===== src/rtl/if_id_pipe_reg.sv =====
// IF/ID pipeline register for the 5-stage MIPS pipeline.
// Captures the fetched instruction and PC+4, detects load-use hazards against
// ID/EX (stalling IF and ID for one cycle), squashes the fetched instruction
// on a taken branch/jump resolved in ID, and keeps saturating stall/flush
// event counters for performance debug.
//
// Ports:
//   clk             rising-edge clock
//   rst             asynchronous active-low reset
//   instruction_in  fetched instruction from IF
//   pc4_in          PC+4 from IF
//   and_z_b         taken-branch select from ID control
//   Jmp             jump select from ID control (0 = sequential)
//   id_ex_mem_read  instruction in EX is a load
//   id_ex_rt        destination register of that load
//   instruction_out registered instruction to ID
//   pc4_out         registered PC+4 to ID
//   valid_out       1 = real instruction, 0 = bubble
//   pc_write        PC write enable to IF (0 = hold PC)
//   stall_out       1 = ID must zero its control signals
//   stall_count     saturating count of hazard cycles
//   flush_count     saturating count of flushes
module if_id_pipe_reg #(
  parameter int unsigned CNT_W    = 16,
  parameter logic [31:0] NOP_INST = 32'h00000000
) (
  input  logic             clk,
  input  logic             rst,
  input  logic [31:0]      instruction_in,
  input  logic [31:0]      pc4_in,
  input  logic             and_z_b,
  input  logic [1:0]       Jmp,
  input  logic             id_ex_mem_read,
  input  logic [4:0]       id_ex_rt,
  output logic [31:0]      instruction_out,
  output logic [31:0]      pc4_out,
  output logic             valid_out,
  output logic             pc_write,
  output logic             stall_out,
  output logic [CNT_W-1:0] stall_count,
  output logic [CNT_W-1:0] flush_count
);

  logic [5:0] op;
  logic [4:0] rs;
  logic [4:0] rt;
  logic       uses_rt;
  logic       hazard;
  logic       flush;

  assign op = instruction_out[31:26];
  assign rs = instruction_out[25:21];
  assign rt = instruction_out[20:16];

  // R-type, beq, bne and sw read rt as a source operand.
  always_comb begin
    uses_rt = 1'b0;
    case (op)
      6'h00, 6'h04, 6'h05, 6'h2B: uses_rt = 1'b1;
      default:                    uses_rt = 1'b0;
    endcase
  end

  always_comb begin
    hazard = 1'b0;
    flush  = 1'b0;
    if (valid_out && id_ex_mem_read && (id_ex_rt != 5'd0) &&
        ((id_ex_rt == rs) || (uses_rt && (id_ex_rt == rt))))
      hazard = 1'b1;
    // A stalled instruction's branch/jump decision uses stale operands.
    if (!hazard && (and_z_b || (Jmp != 2'b00)))
      flush = 1'b1;
  end

  assign stall_out = hazard;
  assign pc_write  = ~hazard;

  always_ff @(posedge clk or negedge rst) begin
    if (!rst) begin
      instruction_out <= NOP_INST;
      pc4_out         <= '0;
      valid_out       <= 1'b0;
    end else if (hazard) begin
      instruction_out <= instruction_out;
      pc4_out         <= pc4_out;
      valid_out       <= valid_out;
    end else if (flush) begin
      instruction_out <= NOP_INST;
      pc4_out         <= pc4_in;
      valid_out       <= 1'b0;
    end else begin
      instruction_out <= instruction_in;
      pc4_out         <= pc4_in;
      valid_out       <= 1'b1;
    end
  end

  always_ff @(posedge clk or negedge rst) begin
    if (!rst) begin
      stall_count <= '0;
      flush_count <= '0;
    end else begin
      if (hazard && (stall_count != '1))
        stall_count <= stall_count + 1'b1;
      if (flush && (flush_count != '1))
        flush_count <= flush_count + 1'b1;
    end
  end

endmodule

===== config.mk =====
export PLATFORM = sky130hd
export DESIGN_NAME = if_id_pipe_reg
export DESIGN_NICKNAME = d
export VERILOG_FILES = /design/src/rtl/if_id_pipe_reg.sv
export SDC_FILE = /design/constraint.sdc
export NUM_CORES = 1
export LEC_CHECK = 0
export BUFFER_PORTS_ARGS = -buffer_cell sky130_fd_sc_hd__buf_2
export CAP_MARGIN = 40
export CORE_MARGIN = 2
export CORE_UTILIZATION = 41
export CTS_CLUSTER_DIAMETER = 100
export DETAILED_ROUTE_END_ITERATION = 8
export GPL_TIMING_DRIVEN = 0
export PLACE_DENSITY = 0.7
export SKIP_CTS_REPAIR_TIMING = 1
export SLEW_MARGIN = 0
export SYNTH_ARGS = -nofsm -noshare
export SYNTH_HDL_FRONTEND = slang
export SYNTH_SLANG_ARGS = --single-unit
export TNS_END_PERCENT = 50

===== constraint.sdc =====
create_clock -name clk -period 3.45 [get_ports clk]
set_input_delay 0.345 -clock clk [delete_from_list [all_inputs] [get_ports clk]]
set_output_delay 0.345 -clock clk [all_outputs]
set_load 0.01 [all_outputs]

Yosys cells after proc, flatten, opt, wreduce, memory -nomap -nowiden
Cells that the tools add are included.
- bitwise operators: 1
- shift-type cells: 0
- reductions and logical operators: 14
- divide/modulo/power cells: 0
- $mul: 0
- magnitude comparators: 0
- eq/ne operators: 7
- mux-type cells: 5
- $add $sub $neg: 2
- operator list (cell ; number):
    16-bit by 1-bit adder with 16-bit output, second input constant ; 2
    32-bit two-way mux ; 1
    16-bit != test, second input constant ; 2
    6-bit by 3-bit equality test with 1-bit output, second input constant ; 2
    5-bit equality test ; 2
    1-bit logical AND ; 7
    6-bit equality test, second input constant ; 1
    6-bit zero test ; 1
    5-bit nonzero test ; 1
    1-bit two-way mux ; 4
    4-bit OR reduction ; 1
    1-bit logical OR ; 2
    2-bit nonzero test ; 1
    1-bit zero test ; 1
    1-bit NOT ; 1
- bits of input ports: 75
- memories kept: 0
- latch bits: 0
- register bits: 97
- memory bits (writable): 0
- ROM bits: 0
- output and inout bits: 99

Depth between registers and ports, before layout
- depth after elaboration: 11
- depth in mapped cells: 9

Least setup slack after synthesis
OpenSTA, ideal clock, no wires.
- path type: reg-to-reg
- start: register instruction_out[26]
- end: register pc4_out[10]
- period minus slack after synthesis: 2.348 ns
- setup time: 0.125 ns
- required time: 3.325 ns
- data arrival time: 2.223 ns
- stages on the path, launching flop included: 8
- path slack: 1.102 ns
- cell sequence: dfrtp_1 -> nor2b_1 -> or4_1 -> a2111o_1 -> o21a_2 -> inv_4 -> buf_2 -> mux2_2
- longest elaborated chain between the ends: 7
- elaborated cells between the ends (all ways): 10
- classes of those cells: 3 x eq/ne; 2 x mux; 5 x reduce/logical
- RTL lines (what ; RTL line ; RTL):
    start, declared ; 35 ; output logic [31:0] instruction_out,
    start signal, assigned ; 84 ; instruction_out <= instruction_out;
    start signal, assigned ; 92 ; instruction_out <= instruction_in;
    6-bit by 3-bit equality test with 1-bit output, or another cell as far along ; 58 ; case (op)
    4-bit OR reduction * ; 58 ;
    1-bit two-way mux * ; 58 ;
    1-bit logical AND * ; 68 ; ((id_ex_rt == rs) || (uses_rt && (id_ex_rt == rt))))
    1-bit logical OR * ; 68 ;
    1-bit logical AND * ; 67 ; if (valid_out && id_ex_mem_read && (id_ex_rt != 5'd0) &&
    1-bit two-way mux * ; 67 ;
    end signal, assigned ; 85 ; pc4_out <= pc4_out;
    end signal, assigned ; 89 ; pc4_out <= pc4_in;
    end signal, assigned ; 93 ; pc4_out <= pc4_in;
    end, declared ; 36 ; output logic [31:0] pc4_out,
Every way passes the cells marked *; elsewhere a longest branch is shown, timed or not.
A chain may end at the register's enable or synchronous reset.

Worst setup path after layout
- start: register instruction_out[27]
- end: output stall_out
- longest elaborated chain between the ends: 7
- elaborated cells between the ends (all ways): 10
- classes of those cells: 3 x eq/ne; 2 x mux; 5 x reduce/logical
- RTL lines (what ; RTL line ; RTL):
    6-bit by 3-bit equality test with 1-bit output, or another cell as far along ; 58 ;
    4-bit OR reduction * ; 58 ;
    1-bit two-way mux * ; 58 ;
    1-bit logical AND * ; 68 ;
    1-bit logical OR * ; 68 ;
    1-bit logical AND * ; 67 ;
    1-bit two-way mux * ; 67 ;
    end, declared ; 39 ; output logic stall_out,
Marked as above.

==> results by group <==
Outcome
  • Status: finished, final reports clean

Pwr
  • Sequential share of power: 0.511
  • Max VDD drop: 244 uV
  • Clock Power Share: 0.355
  • Logic pwr share: 0.134
  • Sw frac: 0.264
  • Pint: 1.86 mW
  • Sw power: 665 uW
  • Power Dens Cells: 456 nW/um2
  • Leakage: 2.78 nW

Synthesis
  • Synthesized instance count: 376
  • Cell taking the most area after synthesis: dfrtp_1
  • Flop and latch count out of synthesis: 97
  • Syn Std Cell Area: 4220 um2
  • Sequential-to-total area share from yosys stat: 0.575
  • Area contributors post-synth: dfrtp_1 58%, mux2_2 9.1%, nand2_1 6.9%, xnor2_1 4.8%, o21ai_0 3.8%
  • Synth unique cells: 33
  • Avg Inst Size Synth: 11.2 um2
  • Synth warn: 0
  • Mapped Nets: 453
  • Share of the synthesized area in the top cell type: 0.575

Critical path
  • Crit path max fanout: 10
  • Startpoint types: flip-flop
  • Flop2flop setup slack: 910 ps
  • Setup crit end kind: output pin
  • Req. time, crit path: 3110 ps
  • CP arrival: 2710 ps
  • Crit Path Category: flip-flop to output pin

Route
  • Routed len/inst: 15.0 um
  • Iteration-0 DRC Markers: 113
  • Routed vias: 3512
  • Final antenna-violating net count: 0
  • Initial DRT Pass Iterations: 6
  • Final wirelength: 10.6 mm
  • DRC: 0
  • Vias per Instance: 4.99

STA
  • Slew @ Worst Pin: 659 ps
  • Worst slew margin: 0.557
  • Max-slew violations: 0
  • Max Clk Rate: 328 MHz
  • Setup TNS: 0 ps
  • Clock period minus worst slack: 3050 ps
  • Period utilization: 0.884
  • Hold Fails Final Rpt: 0
  • Final setup viols: 0
  • Unrepaired setup endpoints after global routing: no
  • Fin Clk Skew: 13.7 ps

Die
  • Die Width: 105 um
  • Floorplan die height: 105 um
  • Row cnt: 37
  • Area of the core: 10100 um2
  • Initial Utilization: 0.416
  • I/O pin total: 174
  • Die area: 11100 um2

Min path
  • HP Class: input port to flip-flop

Clock tree
  • TritonCTS buffer count: 9
  • Insertion delay of the later-clocked pin in the worst-skew pair: 360 ps
  • Htree depth: 3
  • CTS tree: yes
  • Clock Path Buffers: 2
  • Root cell of the clock tree: clkbuf_8
  • Clk sinks: 97
  • Clk pin slew, worst setup/hold paths: 110 ps

Run
  • Max-Cap Viols: 0

Global route
  • Initial antenna violation count: 1
  • M2 GR Usage: 0.310
  • GR Util met1: 0.249
  • Vias in the first global route: 3370
  • Met3 Track Usage GR: 0.0365
  • Pin count of the biggest net entering global routing: 56
  • GRT Util Overall: 0.191
  • GRT busiest layer: met2
  • Remaining Overflow, GRT: 0
  • First-pass GRT wire length: 17.0 mm

Finish
  • Design area: 5540 um2
  • Share of cells above drive strength 1: 0.431
  • Area Growth Syn to Fin: 31.4%
  • Non-Filler Instances: 704
  • Final nets: 640
  • Diodes inserted: 0

Place
  • Placed inst area: 5290 um2
  • Port-buffer cells: 173
  • Dpl hpwl: 7.89 mm
  • GP Congestion: 0.844
  • Inst Count DP: 687
## worst max-delay path: stages (launching register included)
cell	delay, ps
dfrtp_1	420
or4_1	540
a2111o_1	430
o21a_2	270
inv_4	150
buf_8	160
buf_2	220
buf_2	170
## flip-flops by register name, indices dropped and copies added, names as in the netlist
| signal | count |
|---|---|
| flush_count | 16 |
| valid_out | 1 |
| stall_count | 16 |
| instruction_out | 32 |
| pc4_out | 32 |
## synthesized netlist by cell type
| cell | instances |
|---|---|
| dfrtp_1 | 97 |
| nand2_1 | 77 |
| mux2_2 | 34 |
| o21ai_0 | 32 |
| xnor2_1 | 23 |
| nand3_1 | 17 |
| xor2_1 | 17 |
| nand4_1 | 12 |
| nor3_1 | 9 |
| and3_1 | 8 |
| buf_2 | 6 |
| nor2_1 | 6 |
| clkbuf_1 | 5 |
| buf_4 | 4 |
| inv_1 | 3 |
| nor4_2 | 3 |
| or4_1 | 3 |
| and2_1 | 2 |
| ha_1 | 2 |
| nor4_1 | 2 |
| or3_1 | 2 |
| a2111o_1 | 1 |
| and4_1 | 1 |
| buf_6 | 1 |
| buf_8 | 1 |
| inv_4 | 1 |
| nand3b_1 | 1 |
| nand4b_2 | 1 |
| nor2b_1 | 1 |
| o211ai_2 | 1 |
| o21a_2 | 1 |
| or2_2 | 1 |
| or3b_2 | 1 |
## cell families after synthesis
| kind of cell | synth area share |
|---|---|
| adder cells (fa/ha/maj) | 0.00593 |
| buffers and inverters | 0.0291 |
| flip-flops | 0.575 |
| XOR/XNOR | 0.0831 |
| AO/OA/AOI/OAI | 0.0457 |
| multiplexers | 0.0908 |
| AND/OR/NAND/NOR | 0.170 |
## layout by cell type, fill, tap and decap left out, types with 3 or more instances in the layout
cell type and count:
buf_2 179, dfrtp_1 97, nand2_1 77, mux2_2 34, o21ai_0 32, xnor2_1 23
xor2_1 17, nand3_1 17, nand4_1 12, nor3_1 9, clkbuf_8 9, and3_1 8
nor2_1 6, clkbuf_1 6, buf_4 5, or4_1 3, inv_1 3, nor4_2 3
bufinv_16 3
## final timing paths
| kind | startpoint | end | depth (start not counted) |
|---|---|---|---|
| worst max-delay path | instruction_out[27] | stall_out | 7 |
| worst min-delay path | pc4_in[1] | pc4_out[1] | 2 |
| worst max register to register | instruction_out[27] | pc4_out[13] | 6 |
| worst min register to register | instruction_out[5] | instruction_out[5] | 2 |
| max in group asynchronous | rst | pc4_out[25] | 3 |
| min in group asynchronous | rst | pc4_out[1] | 2 |
## power by group through the flow
stage | sequential, mW | combinational, mW | clock [mW]
floorplan | 1.34 | 0.126 | 0
global placement | 1.31 | 0.329 | 0
detailed placement | 1.31 | 0.340 | 0
CTS | 1.29 | 0.342 | 0.916
global route | 1.30 | 0.376 | 0.967
finish | 1.29 | 0.337 | 0.897
## stage by stage
step | setup slack (ps) | hold WS (ps) | total power [mW] | utilization
after detailed placement | 785 | 386 | 1.65 | 0.522
final | 399 | 207 | 2.52 | 0.546
after global routing | 287 | 188 | 2.64 | 0.546
after global placement | 836 | 459 | 1.64 | 0.518
after floorplan | 1100 | 49.4 | 1.46 | -
after CTS | 373 | -19.3 | 2.55 | 0.545
## layer usage
| metal | vias to the layer above | part of all wire |
|---|---|---|
| met4 | 2 | 0.028 |
| met3 | 25 | 0.056 |
| li1 | 1659 | - |
| met2 | 116 | 0.49 |
| met5 | - | 0.0014 |
| met1 | 1710 | 0.42 |
## final cells by class
class / instances / area, um2
fillers: 912 / 4600
flip-flops and latches: 97 / 2430
multi-input cells: 258 / 1670
repair buffers: 176 / 911
well taps: 136 / 170
clock buffers: 10 / 128
clock inverters: 6 / 114
plain buffers: 17 / 105
inverters: 4 / 17.5
Power figures use the tool's default switching activity.
